--- config.mk ---
export PLATFORM = sky130hd
export DESIGN_NAME = sat_counter
export DESIGN_NICKNAME = d
export VERILOG_FILES = /design/src/rtl/sat_counter.sv
export SDC_FILE = /design/constraint.sdc
export NUM_CORES = 1
export LEC_CHECK = 0
export CAP_MARGIN = 40
export CORE_AREA = 4 4 41 43
export DETAILED_ROUTE_END_ITERATION = 8
export DIE_AREA = 0 0 45 47
export DONT_BUFFER_PORTS = 1
export SLEW_MARGIN = 20
export SYNTH_ARGS = -nofsm -noshare
export SYNTH_HDL_FRONTEND = slang
export SYNTH_SLANG_ARGS = --single-unit
--- constraint.sdc ---
create_clock -name clk -period 3.5 [get_ports clk]
set_input_delay 0.7 -clock clk [delete_from_list [all_inputs] [get_ports clk]]
set_output_delay 0.7 -clock clk [all_outputs]
set_load 0.1 [all_outputs]
--- src/rtl/sat_counter.sv ---
// Event counter that sticks at all-ones instead of rolling over.
module sat_counter #(
  parameter int unsigned WRAP_W = 8
) (
  input  logic              clk,
  input  logic              rst,
  input  logic              inc,
  output logic [WRAP_W-1:0] value
);

  logic [WRAP_W-1:0] r_value;

  always_ff @(posedge clk) begin
    if (rst) begin
      r_value <= '0;
    end else if (inc && (r_value != '1)) begin
      r_value <= r_value + WRAP_W'(1);
    end
  end

  assign value = r_value;

endmodule

# Word level (Yosys, flattened, before mapping)
# Index checks and enable logic that the tools add are counted.
[word_totals]
word_cells = 4
in_bits = 3
output_inout_bits = 8
reg_bits = 8
[classes]
reduce_logical = 1
n_addsub = 1
eq_ne = 1
[op_table]
columns = ["operator", "n"]
rows = [
  ["$add 8x1->8 const B", 1],
  ["$ne 8x8->1 const B", 1],
  ["$logic_and 1x1->1", 1],
]

# Longest topological paths before layout
# Gate-level depths: netlist of run 1.
[depth]
depth_word = 2
ltp_mapped = 4
depth_no_buf = 4

# Worst setup path before layout of run 1
# Ideal clock, no wire load.
[synth_timing]
path_type = "register to register"
start = "register r_value[0] (netlist: value[0])"
end = "register r_value[0] (netlist: value[0])"
required_ns = 3.379
path_buffers = 0
path_slack_ns = 1.475
stages_incl_launch_ff = 5
t_arrival_ns = 1.904
path_cell_list = "dfxtp_1 ha_1 and3_4 a21boi_4 mux2_4"
[synth_between]
elab_chain_len = 2
word_cells_on_any_way = 3
classes_between = "1 x add/sub; 1 x eq/ne; 1 x reduce/logical"
[synth_rtl]
columns = ["element", "line_no", "text"]
rows = [
  ["from (decl)", "11", "logic [WRAP_W-1:0] r_value;"],
  ["from (signal assigned)", "17", "r_value <= r_value + WRAP_W'(1);"],
  ["parallel branches: the longest is 2 deep, another holds $add 8x1->8", "--", ""],
]
# Several ways; the timed one is not identified.
# A chain may end at the register's enable or synchronous reset.

# Final worst setup path of run 1
# Ends and elaborated chain as after synthesis.

==> metrics.md, run 1 <==
| Metric | Value |
|---|---|
| Sw power | `55.3 uW` |
| Final setup fails | `0` |
| Crit Path Max Fanout | `6` |
| Worst path slowest cell | `mux2_4` |
| Dpl cells | `68` |
| Cell row count | `13` |
| Number of diodes | `0` |
| Comb pwr share | `approximately 16%` |
| Achievable frequency | `between 600 and 700 MHz` |
| Slew Limit Fails | `0` |
| Clock power share | `35.6%` |
| Power Density | `377 nW/um2` |
| Worst slew margin | `77.4%` |
| Clock-pin slew on the worst setup and hold paths | `approximately 50 ps` |
| Clk_skew | `3.34 ps` |
| Worst Hold Depth | `1` |
| DRT iter0 DRCs | `8` |
| Switching share of total power | `between 20% and 30%` |
| Final Hold Vio Count | `0` |
| Hold Crit Class | `primary input to flop` |
| Share of cells above drive strength 1 | `28.6%` |
| Placed standard-cell area | `498 um2` |
| Hold Crit Start | `rst` |
| First-pass DRT Iterations | `4` |
| Hold endpoint | `value[7]` |
| # clock sinks | `8` |
| CP cell instances | `buf_4 > ha_1 > and3_4 > a21boi_4 > mux2_4` |
| FF-to-FF setup slack | `1850 ps` |
| Yosys reg bits | `8` |
| Die X-Extent | `45 um` |
| I/O Buffers | `0` |
| Fin crit period | `1650 ps` |
| Actual slew at the worst max-slew pin | `339 ps` |
| Asr flop ratio synth | `0%` |
| First-pass GRT wire length | `1.59 mm` |
| Core Region | `1300 um2` |
| CTS tree | `yes` |
| Worst-case reg-to-reg path depth | `5` |
| Pleak | `0.208 nW` |
| Avg WL per Cell | `13.6 um` |
| WP data required | `around 3600 ps` |
| I/O Pins | `11` |
| Initial core utilization | `around 33%` |
| Final HPWL DP | `745 um` |
| Max reg flops | `8` |
| Final Util | `between 40% and 50%` |
| Number of gates resized after cts | `0` |
| Post-Synthesis Cells | `46` |
| Sequential Power Share | `about 48%` |
| Setup Slack @ Placement | `1870 ps` |
| Critical Path Stages | `5` |
| Cell Count, Final, Fillers Out | `71` |
| EDFF count, synth | `0` |
| Arr. time, crit path | `1790 ps` |
| Tcrit/Tclk final | `47.1%` |
| Clock buffer depth | `2` |
| Vias after detailed routing | `396` |
| Power, Total | `between 150 and 200 uW` |
| Gr usage total | `11.1%` |
| Reg-to-reg critical path endpoint | `value[0]` |
| Crit path buf inv count | `1` |
| Syn-to-layout area delta | `20.9%` |
| TNS Setup | `0 ps` |
| Cell area after layout | `~520 um2` |
| Syn nets | `50` |
| RD Place Congestion | `0.760` |
| Die area | `~2100 um2` |
| Crit-path max cell delay | `310 ps` |
| Max-cap viol count | `0` |
| Smallest hold slack | `520 ps` |
| Initial antenna violation count | `0` |
| Synth Cell Area | `430 um2` |
| Worst-skew pair later-pin latency | `between 200 and 300 ps` |
| RSZ-0062 raised after global routing | `false` |
| H-tree lvl count | `1` |
| Post-synthesis sequential area ratio | `37.2%` |
| CTS root buf | `clkbuf_4` |
| CP Capture Type | `flop` |
| Largest net degree at the start of global routing | `9` |
| Crit Path Class | `flop to flop` |
| Final worst setup slack | `between 1500 and 2000 ps` |
| Die height | `47 um` |
| Synth Flop Type | `dfxtp_1` |
| Synth warnings | `0` |
| Post-CTS setup buffers | `0` |
| GRT overflow | `0` |
| Drt total wl | `968 um` |
| Number of global-route vias before repair | `about 350` |
| Hold-fix buffers, CTS | `0` |
| Reg2reg start | `value[0]` |
| Via density | `5.58` |
| CP delay by family, top | `multiplexers` |
| Post-Syn Area per Cell | `about 9.4 um2` |
| Peak VDD IR | `roughly 0.00024 V` |
| Synth unique cells | `25` |
| Cts bufs inserted | `3` |
| Worst Setup Start Kind | `flop` |
| Status | `complete, no violations` |
| Drt drc | `0` |
| Cell Int Power | `141 uW` |
| Final antenna-violating net count | `0` |
| Final nets | `62` |
-- per-layer routing --
metal,track usage (%),vias up,share of wire (%)
li1,-,200,-
met4,5.26,0,0.93
met2,16.1,14,46
met1,11.9,180,42
met5,0,-,0
met3,8.43,2,11
-- cell usage after synthesis, drive strengths merged (2+ instances only) --
cell type	n	area, um2
nand3	2	10.0
nand4	2	12.5
and4	2	17.5
a21oi	5	25.0
o21bai	2	15.0
nand2	5	18.8
nor3	2	10.0
a21boi	2	26.3
a211oi	2	15.0
dfxtp	8	160
-- worst register-to-register path: cells and delay by family (launching register included) --
kind / cells / cell delay [ps]
AND/OR/NAND/NOR: 1 / 220
adder cells (fa/ha/maj): 1 / 300
multiplexers: 1 / 310
buffers and inverters: 1 / 230
AO/OA/AOI/OAI: 1 / 170
flip-flops: 1 / 300
-- final cells by class --
| cell class | count | area (um2) |
|---|---|---|
| fill | 138 | 781 |
| multi-input combinational | 36 | 255 |
| sequential | 8 | 160 |
| timing repair buffer | 8 | 60.1 |
| clock buffer | 3 | 22.5 |
| tap | 15 | 18.8 |
| inverter | 1 | 3.75 |
-- worst max path at each step --
stage | start | to
6_report | value[0] | value[0]
5_1_grt | value[0] | value[0]
4_1_cts | value[0] | value[0]
3_5_place_dp | value[0] | value[0]
3_3_place_gp | value[0] | value[0]
2_1_floorplan | value[0] | value[0]
-- layout by cell type (no fill, tap or decap), types with 2 or more instances in the layout --
cell type,netlist,layout
o21bai_1,2,2
nor3_1,2,2
clkbuf_4,0,3
nand4_1,2,2
buf_4,0,8
and4_1,2,2
nand2_1,5,5
a21oi_1,5,5
a211oi_1,2,2
dfxtp_1,8,8
nand3_1,2,2
-- kinds of logic after synthesis --
family | after synthesis | synth area share [%]
AND/OR/NAND/NOR | 18 | 24.7
AO/OA/AOI/OAI | 15 | 25.9
flip-flops | 8 | 37.2
buffers and inverters | 2 | 3.49
multiplexers | 2 | 5.81
adder cells (fa/ha/maj) | 1 | 2.91
-- power groups by stage --
stage	Combinational, mW	Sequential, mW	Clock [mW]
final	0.0323	0.0940	0.0699
after global routing	0.0338	0.0943	0.0801
after CTS	0.0325	0.0940	0.0740
after detailed placement	0.0325	0.0960	0
after global placement	0.0322	0.0960	0
after floorplan	0.00805	0.115	0
Note: power is estimated with default switching activity, not from simulation.
==> run 2, diff against run 1 <==
clock period = 1.4 ns   (was 3.5 ns; I/O delays follow)
==> run 2 against run 1 <==
  * Sequential power grew 150%
  * Count of clock-buffer cells in the layout is the same
  * Setup slack lost 1800 ps
  * Global-route usage grew 0.16 points
  * Critical endpoint unchanged
  * Largest power group unchanged
  * Utilization grew 3.8 points
  * Non-clock buffer count grew 1
  * Routed wire length shrank 0.31%
  * Sequential share of layout area grew 2.6 points
  * Power grew 150%
==> metrics.md, run 2 (same netlist as run 1, synthesis figures left out) <==
| Metric | Value |
|---|---|
| Clk_skew | `4.84 ps (was 3.34 ps)` |
| Commonest non-fill, non-tap cell in the layout | `buf_4` |
| Slew Limit Fails | `0 (unchanged)` |
| Worst Setup Start Kind | `flop (unchanged)` |
| Drt drc | `0 (unchanged)` |
| Sequential Power Share | `47.3% (was 47.9%)` |
| Cell row count | `13 (unchanged)` |
| Die height | `47 um (unchanged)` |
| Final nets | `63 (was 62)` |
| Power, Total | `488 uW (was 196 uW)` |
| Vias after detailed routing | `385 (was 396)` |
| Met2 GRT Util | `16.7% (was 16.1%)` |
| Reg-to-reg critical path endpoint | `value[0] (unchanged)` |
| Fin crit period | `1300 ps (was 1650 ps)` |
| Fill cell count | `140 (was 138)` |
| Crit Path Class | `flop to flop (unchanged)` |
| Routing usage on met1 | `13.5% (was 11.9%)` |
| Max reg flops | `8 (unchanged)` |
| Die X-Extent | `45 um (unchanged)` |
| Reg area | `190 um2 (was 160 um2)` |
| Achievable frequency | `768 MHz (was 607 MHz)` |
| Hold Crit Start | `rst (unchanged)` |
| Worst Hold Depth | `1 (unchanged)` |
| Number of gates resized after cts | `0 (unchanged)` |
| # clock sinks | `8 (unchanged)` |
| Core Region | `1300 um2 (unchanged)` |
| Most frequent cells in the layout | `9 x buf_4, 8 x dfxtp_4, 5 x a21oi_1, 5 x nand2_1, 3 x clkbuf_4 (was 8 x buf_4, 8 x dfxtp_1, 5 x a21oi_1, 5 x nand2_1, 3 x clkbuf_4)` |
| Final Hold Vio Count | `0 (unchanged)` |
| Gr usage total | `11.2% (was 11.1%)` |
| DRT iter0 DRCs | `9 (was 8)` |
| Power Density | `856 nW/um2 (was 377 nW/um2)` |
| Largest net degree at the start of global routing | `9 (unchanged)` |
| Cell Count, Final, Fillers Out | `72 (was 71)` |
| Via density | `5.35 (was 5.58)` |
| CTS tree | `yes (unchanged)` |
| GRT met3 Usage | `4.60% (was 8.43%)` |
| Crit Path Max Fanout | `5 (was 6)` |
| Syn-to-layout area delta | `32.6% (was 20.9%)` |
| Initial antenna violation count | `0 (unchanged)` |
| Worst slew margin | `79.8% (was 77.4%)` |
| Dpl cells | `69 (was 68)` |
| First-pass GRT wire length | `1.64 mm (was 1.59 mm)` |
| Number of diodes | `0 (unchanged)` |
| GRT overflow | `0 (unchanged)` |
| Actual slew at the worst max-slew pin | `302 ps (was 339 ps)` |
| Die area | `2120 um2 (unchanged)` |
| Setup Slack @ Placement | `116 ps (was 1870 ps)` |
| RD Place Congestion | `0.787 (was 0.760)` |
| Max-cap viol count | `0 (unchanged)` |
| Worst-skew pair later-pin latency | `260 ps (was 250 ps)` |
| Share of cells above drive strength 1 | `45.6% (was 28.6%)` |
| Hold endpoint | `value[5] (was value[7])` |
| Clock power share | `36.9% (was 35.6%)` |
| Area occupied by multi-input gates | `268 um2 (was 255 um2)` |
| I/O Pins | `11 (unchanged)` |
| I/O Buffers | `0 (unchanged)` |
| Tcrit/Tclk final | `93.1% (was 47.1%)` |
| FF-to-FF setup slack | `100 ps (was 1850 ps)` |
| Setup crit start | `value[1] (was value[0])` |
| Smallest hold slack | `77.1 ps (was 520 ps)` |
| RSZ-0062 raised after global routing | `false (unchanged)` |
| Arr. time, crit path | `1440 ps (was 1790 ps)` |
| Final setup fails | `0 (unchanged)` |
| Cell Int Power | `343 uW (was 141 uW)` |
| Post-CTS setup buffers | `0 (unchanged)` |
| Hold-fix buffers, CTS | `0 (unchanged)` |
| Pleak | `0.218 nW (was 0.208 nW)` |
| Hold Crit Class | `primary input to flop (unchanged)` |
| Number of global-route vias before repair | `378 (was 349)` |
| First-pass DRT Iterations | `4 (unchanged)` |
| Peak VDD IR | `0.000467 V (was 0.000242 V)` |
| Global routing's busiest layer | `met2 (unchanged)` |
| Sw power | `145 uW (was 55.3 uW)` |
| H-tree lvl count | `1 (unchanged)` |
| Final antenna-violating net count | `0 (unchanged)` |
| Avg WL per Cell | `13.4 um (was 13.6 um)` |
| Cts bufs inserted | `3 (unchanged)` |
| Final worst setup slack | `97.2 ps (was 1850 ps)` |
| Comb pwr share | `15.8% (was 16.4%)` |
| Switching share of total power | `29.7% (was 28.2%)` |
| WP data required | `1540 ps (was 3640 ps)` |
| Worst-case reg-to-reg path depth | `4 (was 5)` |
| CTS root buf | `clkbuf_4 (unchanged)` |
| Clock-pin slew on the worst setup and hold paths | `60 ps (was 50 ps)` |
| Clock buffer depth | `2 (unchanged)` |
| Reg2reg start | `value[1] (was value[0])` |
| Status | `complete, no violations (unchanged)` |
| Initial core utilization | `33.1% (unchanged)` |
| Drt total wl | `965 um (was 968 um)` |
| CP Capture Type | `flop (unchanged)` |
## run 2: cell count changes in the layout (fill, tap and decap cells not counted)
cell     change
dfxtp_1      -8
buf_4        +1
ha_4         +1
dfxtp_4      +8
ha_1         -1
## run 2: worst max-delay path by stage
stage,depth (start not counted),to
final,4,value[0]
after global routing,4,value[0]
after CTS,4,value[0]
after detailed placement,4,value[0]
after global placement,4,value[0]
after floorplan,4,value[0]
## run 2: power by group through the flow
stage	sequential [mW]	combinational, mW	clock (mW)
3_5_place_dp	0.236	0.0770	0
2_1_floorplan	0.279	0.0216	0
3_3_place_gp	0.235	0.0785	0
5_1_grt	0.232	0.0817	0.194
4_1_cts	0.231	0.0773	0.188
6_report	0.231	0.0769	0.180
## run 2: metrics by stage
stage	TNS, ps	utilization [%]	area (um2)
after floorplan	-2.31	-	473
after global placement	0	42.1	548
after detailed placement	0	42.1	548
after CTS	0	43.8	571
after global routing	0	43.8	571
final	0	43.8	571
## run 2: layout make-up
cell class                      count  area share, %
Clock buffer                        3           3.95
Multi-Input combinational cell     36           46.9
Tap cell                           15           3.29
Inverter                            1          0.658
Sequential cell                     8           33.3
Timing Repair Buffer                9           11.8
## run 2: worst max-delay path, stage by stage (launching register included)
cell and delay (ps):
dfxtp_4 360, ha_4 170, and3_4 200, a21boi_4 150
mux2_4 310
## run 2: routing by layer
layer  routed length (um)  vias to the layer above
met3                   79                        4
met4                   34                        0
met5                    0                        -
li1                     -                      200
met2                  410                       12
met1                  440                      169
==> run 3, diff against run 2 <==
CAP_MARGIN = 30   (was 40)
==> results of run 3 <==
No change in the layout: final DEF, timing and power equal those of run 2.
